===== src/rtl/muldiv_seq_if.sv =====
// Handshake, result and shared-ALU signals of the multiply/divide sequencer.
// slave is the sequencer side; master is the controller and ALU side.
interface muldiv_seq_if #(
    parameter int unsigned WIDTH = 16
);
    logic             start;
    logic             op;
    logic [WIDTH-1:0] opa;
    logic [WIDTH-1:0] opb;
    logic             busy;
    logic             done;
    logic [WIDTH-1:0] result_lo;
    logic [WIDTH-1:0] result_hi;
    logic             div_zero;
    logic             alu_own;
    logic [WIDTH-1:0] alu_a;
    logic [WIDTH-1:0] alu_b;
    logic [3:0]       alu_mode;
    logic             alu_carry_in;
    logic [WIDTH-1:0] alu_out;
    logic [7:0]       alu_flags;

    modport slave (
        input  start, op, opa, opb, alu_out, alu_flags,
        output busy, done, result_lo, result_hi, div_zero,
        output alu_own, alu_a, alu_b, alu_mode, alu_carry_in
    );

    modport master (
        output start, op, opa, opb, alu_out, alu_flags,
        input  busy, done, result_lo, result_hi, div_zero,
        input  alu_own, alu_a, alu_b, alu_mode, alu_carry_in
    );
endinterface


===== src/rtl/muldiv_seq.sv =====
// Sequential 16-bit unsigned MUL (shift-add) and DIV (restoring) that borrows the
// shared ALU for one add or subtract per cycle; shifting is done locally.
module muldiv_seq #(
    parameter int unsigned WIDTH = 16
) (
    input logic         clk,
    input logic         rst,
    muldiv_seq_if.slave bus
);
    localparam int unsigned CntW = $clog2(WIDTH);
    localparam logic [CntW-1:0] CntOne = CntW'(1);
    localparam logic [CntW-1:0] CntLast = CntW'(WIDTH - 1);
    localparam logic [3:0] ModeAdd = 4'b0000;
    localparam logic [3:0] ModeSub = 4'b0001;

    typedef enum logic [1:0] {
        StIdle,
        StRun,
        StDone
    } state_e;

    state_e           r_state;
    state_e           w_state_d;
    logic [WIDTH-1:0] r_hi;
    logic [WIDTH-1:0] r_lo;
    logic [WIDTH-1:0] r_m;
    logic             r_op;
    logic [CntW-1:0]  r_cnt;
    logic             r_div_zero;

    logic [WIDTH-1:0] w_hi_d;
    logic [WIDTH-1:0] w_lo_d;
    logic [WIDTH-1:0] w_m_d;
    logic             w_op_d;
    logic [CntW-1:0]  w_cnt_d;
    logic             w_div_zero_d;

    logic             w_accept;
    logic             w_start_dz;
    logic [WIDTH-1:0] w_trial;
    logic             w_shift_out;
    logic             w_alu_c;
    logic             w_ok;
    logic             w_unused_flags;

    assign w_accept    = bus.start && (r_state != StRun);
    assign w_start_dz  = bus.op && (bus.opb == '0);
    assign w_trial     = {r_hi[WIDTH-2:0], r_lo[WIDTH-1]};
    assign w_shift_out = r_hi[WIDTH-1];
    assign w_alu_c     = bus.alu_flags[1];
    // A set shifted-out bit means the 17-bit partial remainder already exceeds the divisor.
    assign w_ok        = w_shift_out | ~w_alu_c;

    assign w_unused_flags = ^{bus.alu_flags[7:2], bus.alu_flags[0]};

    always_ff @(posedge clk) begin
        if (rst) begin
            r_state    <= StIdle;
            r_hi       <= '0;
            r_lo       <= '0;
            r_m        <= '0;
            r_op       <= 1'b0;
            r_cnt      <= '0;
            r_div_zero <= 1'b0;
        end else begin
            r_state    <= w_state_d;
            r_hi       <= w_hi_d;
            r_lo       <= w_lo_d;
            r_m        <= w_m_d;
            r_op       <= w_op_d;
            r_cnt      <= w_cnt_d;
            r_div_zero <= w_div_zero_d;
        end
    end

    always_comb begin
        w_state_d = r_state;
        unique case (r_state)
            StIdle, StDone: begin
                if (w_accept) begin
                    w_state_d = w_start_dz ? StDone : StRun;
                end else begin
                    w_state_d = StIdle;
                end
            end
            StRun: begin
                if (r_cnt == CntLast) begin
                    w_state_d = StDone;
                end
            end
            default: w_state_d = StIdle;
        endcase
    end

    always_comb begin
        w_hi_d       = r_hi;
        w_lo_d       = r_lo;
        w_m_d        = r_m;
        w_op_d       = r_op;
        w_cnt_d      = r_cnt;
        w_div_zero_d = r_div_zero;
        if (w_accept) begin
            if (w_start_dz) begin
                w_hi_d       = bus.opa;
                w_lo_d       = '1;
                w_div_zero_d = 1'b1;
            end else begin
                w_op_d       = bus.op;
                w_m_d        = bus.opb;
                w_hi_d       = '0;
                w_lo_d       = bus.opa;
                w_cnt_d      = '0;
                w_div_zero_d = 1'b0;
            end
        end else if (r_state == StRun) begin
            w_cnt_d = r_cnt + CntOne;
            if (!r_op) begin
                w_hi_d = {w_alu_c, bus.alu_out[WIDTH-1:1]};
                w_lo_d = {bus.alu_out[0], r_lo[WIDTH-1:1]};
            end else begin
                w_hi_d = w_ok ? bus.alu_out : w_trial;
                w_lo_d = {r_lo[WIDTH-2:0], w_ok};
            end
        end
    end

    always_comb begin
        bus.busy         = (r_state == StRun);
        bus.alu_own      = (r_state == StRun);
        bus.done         = (r_state == StDone);
        bus.result_lo    = r_lo;
        bus.result_hi    = r_hi;
        bus.div_zero     = r_div_zero;
        bus.alu_carry_in = 1'b0;
        bus.alu_a        = '0;
        bus.alu_b        = '0;
        bus.alu_mode     = ModeAdd;
        if (r_state == StRun) begin
            if (r_op) begin
                bus.alu_a    = w_trial;
                bus.alu_b    = r_m;
                bus.alu_mode = ModeSub;
            end else begin
                bus.alu_a = r_hi;
                bus.alu_b = r_lo[0] ? r_m : '0;
            end
        end
    end
endmodule


===== src/flat_wrapper.sv =====
// flat-port wrapper written by rule: the top's interface ports become plain ports
module muldiv_seq_flat 
#(
    parameter int unsigned WIDTH = 16
)
  (clk, rst, bus_start, bus_op, bus_opa, bus_opb, bus_alu_out, bus_alu_flags, bus_busy, bus_done, bus_result_lo, bus_result_hi, bus_div_zero, bus_alu_own, bus_alu_a, bus_alu_b, bus_alu_mode, bus_alu_carry_in);
  muldiv_seq_if #(.WIDTH(WIDTH)) bus_i ();
  input logic clk;
  input logic rst;
  input wire logic [$bits(bus_i.start)-1:0] bus_start;
  input wire logic [$bits(bus_i.op)-1:0] bus_op;
  input wire logic [$bits(bus_i.opa)-1:0] bus_opa;
  input wire logic [$bits(bus_i.opb)-1:0] bus_opb;
  input wire logic [$bits(bus_i.alu_out)-1:0] bus_alu_out;
  input wire logic [$bits(bus_i.alu_flags)-1:0] bus_alu_flags;
  output wire logic [$bits(bus_i.busy)-1:0] bus_busy;
  output wire logic [$bits(bus_i.done)-1:0] bus_done;
  output wire logic [$bits(bus_i.result_lo)-1:0] bus_result_lo;
  output wire logic [$bits(bus_i.result_hi)-1:0] bus_result_hi;
  output wire logic [$bits(bus_i.div_zero)-1:0] bus_div_zero;
  output wire logic [$bits(bus_i.alu_own)-1:0] bus_alu_own;
  output wire logic [$bits(bus_i.alu_a)-1:0] bus_alu_a;
  output wire logic [$bits(bus_i.alu_b)-1:0] bus_alu_b;
  output wire logic [$bits(bus_i.alu_mode)-1:0] bus_alu_mode;
  output wire logic [$bits(bus_i.alu_carry_in)-1:0] bus_alu_carry_in;
  assign bus_i.start = bus_start;
  assign bus_i.op = bus_op;
  assign bus_i.opa = bus_opa;
  assign bus_i.opb = bus_opb;
  assign bus_i.alu_out = bus_alu_out;
  assign bus_i.alu_flags = bus_alu_flags;
  assign bus_busy = bus_i.busy;
  assign bus_done = bus_i.done;
  assign bus_result_lo = bus_i.result_lo;
  assign bus_result_hi = bus_i.result_hi;
  assign bus_div_zero = bus_i.div_zero;
  assign bus_alu_own = bus_i.alu_own;
  assign bus_alu_a = bus_i.alu_a;
  assign bus_alu_b = bus_i.alu_b;
  assign bus_alu_mode = bus_i.alu_mode;
  assign bus_alu_carry_in = bus_i.alu_carry_in;
  muldiv_seq #(.WIDTH(WIDTH)) u_core (.clk(clk), .rst(rst), .bus(bus_i));
endmodule

===== config.mk =====
export PLATFORM = sky130hd
export DESIGN_NAME = muldiv_seq_flat
export DESIGN_NICKNAME = d
export VERILOG_FILES = /design/src/rtl/muldiv_seq_if.sv /design/src/rtl/muldiv_seq.sv /design/src/flat_wrapper.sv
export SDC_FILE = /design/constraint.sdc
export NUM_CORES = 1
export LEC_CHECK = 0
export ABC_AREA = 1
export CAP_MARGIN = 30
export CORE_MARGIN = 2
export CORE_UTILIZATION = 30
export CTS_BUF_LIST = sky130_fd_sc_hd__clkbuf_4
export DETAILED_ROUTE_END_ITERATION = 10
export PLACE_DENSITY_LB_ADDON = 0.08
export SETUP_SLACK_MARGIN = 0.15
export SYNTH_ARGS = -nofsm -noshare
export SYNTH_HDL_FRONTEND = slang
export SYNTH_SLANG_ARGS = --single-unit

===== constraint.sdc =====
create_clock -name clk -period 2.1 [get_ports clk]
set_input_delay 0.42 -clock clk [delete_from_list [all_inputs] [get_ports clk]]
set_output_delay 0.42 -clock clk [all_outputs]
set_load 0.02 [all_outputs]

==> results of run 1 <==
-- synthesized netlist by cell type (all sizes together) --
master	instances	area, µm²
a21oi	73	365
nand3	38	200
ha	1	12.5
clkbuf	9	33.8
a211oi	1	7.51
nor3	1	10.0
or2	1	8.76
nand2	155	612
conb	1	3.75
buf	35	230
nor2	48	204
o21ai	84	420
inv	11	41.3
dfxtp	56	1120
-- worst max-delay path, cell delays in order (launching register included) --
cell,delay [ps]
dfxtp_4,390
buf_12,140
clkinv_8,80
clkbuf_16,150
nand2_1,50
a21oi_1,130
buf_4,160
-- power by group through the flow --
stage          sequential (mW)  combinational [mW]  clock [mW]
2_1_floorplan             1.34               0.467           0
3_3_place_gp              1.28               0.978           0
3_5_place_dp              1.28               0.989           0
4_1_cts                   1.26                1.02       0.521
5_1_grt                   1.28                1.17       0.558
6_report                  1.26                1.07       0.509
-- metrics by stage --
step	util [%]	TNS [ps]	instances	total power, mW
after floorplan	-	0	517	1.81
after global placement	43.0	-3060	753	2.25
after detailed placement	43.1	-10.3	754	2.27
after CTS	43.5	0	765	2.80
after global routing	45.7	0	772	3.00
final	45.7	0	772	2.84
-- cells by family (layout without fill, tap and decap cells) --
family          Yosys count  count (layout)  share of synthesized area (%)
compound gates          158             158                           24.3
fa+ha+maj                 1               1                          0.382
simple gates            243             243                           31.6
flops                    56              56                           34.3
buf+inv                  55             170                           9.33
other cells               1               4                          0.115
-- worst paths after layout --
kind / from / cells past startpoint / end
worst max-delay path: u_core.r_op$_SDFFE_PP0P_ / 6 / bus_alu_a[14]
worst min-delay path: u_core.r_m[8]$_SDFFE_PP0P_ / 2 / u_core.r_m[8]$_SDFFE_PP0P_
worst max register to register: u_core.r_state[1]$_SDFFE_PP0P_ / 8 / u_core.bus.result_lo[0]$_SDFFE_PP0P_
worst min register to register: u_core.r_m[8]$_SDFFE_PP0P_ / 2 / u_core.r_m[8]$_SDFFE_PP0P_
-- what timing repair did --
item,in CTS,in global routing
pin swaps,1,7
endpoints found under the hold margin,0,0
endpoints found under the setup margin,35,30
buffers inserted,0,5
resized for setup,147,56
cloned,3,2
-- sequential cells by signal, indices dropped and copies added, names as in the netlist --
name / flops
u_core.bus.result_hi: 16
u_core.bus.result_lo: 16
u_core.r_m: 16
u_core.r_cnt: 4
u_core.r_state: 2
u_core.bus.div_zero: 1
u_core.r_op: 1
-- routing by layer --
layer / global-route usage [%] / routed length [µm]
met3: 4.22 / 772
met2: 31.5 / 5410
met1: 24.8 / 5110
met4: 4.49 / 114
met5: 0 / 0
-- cell type report --
class                           instances  area share [%]
Multi-Input combinational cell        406            39.3
Timing Repair Buffer                  151            31.9
Sequential cell                        56            23.0
Tap cell                              140            3.57
Inverter                               11            1.15
Clock buffer                            7            1.07
Clock inverter                          1          0.0765
==> flow_metrics.tcl, run 1 <==
set metrics [dict create \
    start_util_pct 30.4 \
    cts-root-buf "clkbuf_4" \
    core_mm2 0.0107 \
    via_count 3817 \
    first_global_vias 3486 \
    io-pin-count 133 \
    dp_hpwl_um 7630 \
    ant_nets 0 \
    synth_cells 514 \
    worstSetupEndpointType "output port" \
    crit_type "flop to output port" \
    place.port_buffers 121 \
    cts_hold_buf 0 \
    ys.warnings.count 0 \
    setup_viol 0 \
    gp_congestion 0.762 \
    clockBufferDepth 2 \
    p_leak_nw 1.98 \
    rrSetupSlack_ps 410 \
    track_usage_pct 18.9 \
    timing.hold.ws_ps 471 \
    grt_max_degree 42 \
    crit_fanout 6 \
    cp_data_required_time_ps 1680 \
    finalMaxSlewViolations 0 \
    clock_skew_ps 20.0 \
    dieArea_mm2 0.0118 \
    powerDensity_mw_per_mm2 578 \
    synth_seq_cells 56 \
    dp_worst_setup_slack_ps -10.3 \
    clk_latency_ps 390 \
    combPwrFrac_pct 37.6 \
    final_common_cell "nand2_1" \
    areaGrowthSynthToFinish_pct 50.0 \
    nets 692 \
    cts_tree "yes" \
    cts_sinks 56 \
    die_y_um 108 \
    finalWorstSetupSlack_ps 184 \
    p_clk_share_pct 17.9 \
    hp-class "flop to flop" \
    rsz0062_at_grt "yes" \
    peakVddDrop_mv 0.267 \
    diodes 0 \
    drive_gt1_share_pct 16.6 \
    drc 0 \
    grt_overflow_total 0 \
    synth_area_mm2 0.00327 \
    internal_power_mw 1.82 \
    antenna_found_initial 0 \
    outcome "complete, no violations" \
    ff_latch_area_mm2 0.00113 \
    placed_area_mm2 0.00463 \
    rows 38 \
    cts_buffers 5 \
    n_fill_cell 1183 \
    layout_common_cells "nand2_1 (146), clkdlybuf4s50_1 (82), o21ai_0 (75)" \
    max_freq_mhz 522 \
    drt_pass1_iterations 5 \
    htreeDepth 2 \
    postSynthAreaPerCell_um2 6.36 \
    ys_seq_area_share_pct 34.3 \
    stdcell_area_mm2 0.00491 \
    wirelength_um 11400 \
    path_clk_slew_ps 160 \
    fp.dieW_um 108 \
    power_switching_mw 1.02 \
    arrival_ps 1500 \
    max-cap-violations 0 \
    post-route-min-period_ps 1920 \
    multi_input_area_mm2 0.00193 \
    vias_per_cell 4.94 \
    wl_per_cell_um 14.8 \
    switching_share_pct 36.0 \
    drt_iter0_drc 205 \
    pwr-share-seq_pct 44.5 \
    synth_cell_types 23 \
    critPathLaunchType "flop" \
    period_share_pct 91.3 \
    hold_violations 0 \
    grt_pass1_wl_um 18000 \
]
Power figures use the tool's default switching activity.
==> run 2: changes to the inputs <==
--- a/config.mk
+++ b/config.mk
@@ -11,8 +11,10 @@
 export CORE_UTILIZATION = 30
 export CTS_BUF_LIST = sky130_fd_sc_hd__clkbuf_4
 export DETAILED_ROUTE_END_ITERATION = 10
+export MAX_ROUTING_LAYER = met4
 export PLACE_DENSITY_LB_ADDON = 0.08
 export SETUP_SLACK_MARGIN = 0.15
+export SLEW_MARGIN = 20
 export SYNTH_ARGS = -nofsm -noshare
 export SYNTH_HDL_FRONTEND = slang
 export SYNTH_SLANG_ARGS = --single-unit
==> flow_metrics.tcl, run 2 (same netlist as run 1, synthesis figures left out) <==
set metrics [dict create \
    rows 38 \
    outcome "complete, no violations" \
    first_global_vias 3484 \
    drive_gt1_share_pct 15.5 \
    cts-root-buf "clkbuf_4" \
    areaGrowthSynthToFinish_pct 47.4 \
    stdcell_area_mm2 0.00482 \
    place.port_buffers 121 \
    dieArea_mm2 0.0118 \
    drc 0 \
    arrival_ps 1470 \
    worstSetupEndpointType "output port" \
    grt_overflow_total 0 \
    ff_latch_area_mm2 0.00112 \
    diodes 0 \
    hold_violations 0 \
    power_mw 2.80 \
    period_share_pct 89.8 \
    max-cap-violations 0 \
    n_fill_cell 1183 \
    cpMaxStageDelayCell "dfxtp_2" \
    multi_input_area_mm2 0.00189 \
    fp.dieW_um 108 \
    crit_top_cell "buf_12" \
    cts_buffers 5 \
    dp_worst_setup_slack_ps 14.1 \
    clockBufferDepth 2 \
    start_util_pct 30.4 \
    cts_sinks 56 \
    nets 692 \
    wirelength_um 11300 \
    die_y_um 108 \
    io-pin-count 133 \
    final_common_cell "nand2_1" \
    cpPeakStageDelay_ps 390 \
    drt_iter0_drc 187 \
    track_usage_pct 19.4 \
    clk_latency_ps 380 \
    path_clk_slew_ps 150 \
    cts_tree "yes" \
    post-route-min-period_ps 1890 \
    via_count 3815 \
    ant_nets 0 \
    crit_fanout 14 \
    core_mm2 0.0107 \
    drt_pass1_iterations 5 \
    clock_skew_ps 14.6 \
    layout_common_cells "nand2_1 (150), clkdlybuf4s50_1 (83), o21ai_0 (75)" \
    grt_pass1_wl_um 17800 \
    crit_chain "buf_12, buf_12, nand2_1, a21oi_1, buf_4" \
    powerDensity_mw_per_mm2 582 \
    cts_hold_buf 0 \
    rsz0062_at_grt "yes" \
    vias_per_cell 4.94 \
    finalSetupTns_ps 0 \
    peakVddDrop_mv 0.291 \
    max_freq_mhz 530 \
    crit_type "flop to output port" \
    finalMaxSlewViolations 0 \
    p_leak_nw 1.94 \
    antenna_found_initial 0 \
    wl_per_cell_um 14.6 \
    hp-class "flop to flop" \
    critPathLaunchType "flop" \
    placed_area_mm2 0.00463 \
    fin_util_pct 44.9 \
    setup_viol 0 \
    htreeDepth 2 \
    grt_max_degree 42 \
    dp_hpwl_um 7590 \
    cp_data_required_time_ps 1680 \
    finalWorstSetupSlack_ps 215 \
    gp_congestion 0.772 \
]
[run 2: cell count changes in the layout (fill, tap and decap cells not counted), moves of 3 or more]
cell	change
buf_2	+3
buf_6	-4
a21oi_1	+3
a21oi_2	-3
nand2_1	+4
nand2_4	-4
[run 2: per-stage QoR]
step	hold WS, ps	std cells
finish	471	772
CTS	474	769
global placement	449	753
global route	490	772
detailed placement	453	754
floorplan	439	517
[run 2: path summary, 6_finish.rpt]
path,startpoint,to,depth (start not counted),slack [ps]
worst max register to register,u_core.r_state[1]$_SDFFE_PP0P_,u_core.bus.result_lo[0]$_SDFFE_PP0P_,8,400
worst min-delay path,u_core.r_m[8]$_SDFFE_PP0P_,u_core.r_m[8]$_SDFFE_PP0P_,2,470
worst min register to register,u_core.r_m[8]$_SDFFE_PP0P_,u_core.r_m[8]$_SDFFE_PP0P_,2,470
worst max-delay path,u_core.r_op$_SDFFE_PP0P_,bus_alu_a[1],5,210
[run 2: worst max-delay path, delay by kind of cell (launching register included)]
family	cells	cell delay, ps
flops	1	390
compound gates	1	180
buf+inv	3	450
simple gates	1	60
[run 2: routing by layer]
metal	track usage, %	share of wire, %	vias up
li1	-	-	1930
met1	26.0	46	1754
met2	30.8	47	124
met3	3.32	6.4	7
met4	4.03	0.96	0
met5	-	0	-
[run 2: where the power goes]
part / internal (mW) / total, mW / switching, mW
clock network: 0.156 / 0.496 / 0.341
logic: 0.488 / 1.05 / 0.562
registers: 1.16 / 1.26 / 0.0955
total: 1.81 / 2.80 / 0.998
[run 2: what timing repair did]
item | in CTS | in global routing
resized for setup | 145 | 38
gates cloned | 3 | 1
endpoints found under the setup margin | 35 | 28
buffers inserted | 4 | 2
pin swaps | 2 | 4
[run 2: layout make-up]
type / count / share of cell area [%]
clock buffers: 7 / 1.09
clock inverters: 1 / 0.0778
inverters: 11 / 1.17
multi-input cells: 406 / 39.2
flip-flops and latches: 56 / 23.3
well taps: 140 / 3.63
repair buffers: 151 / 31.5
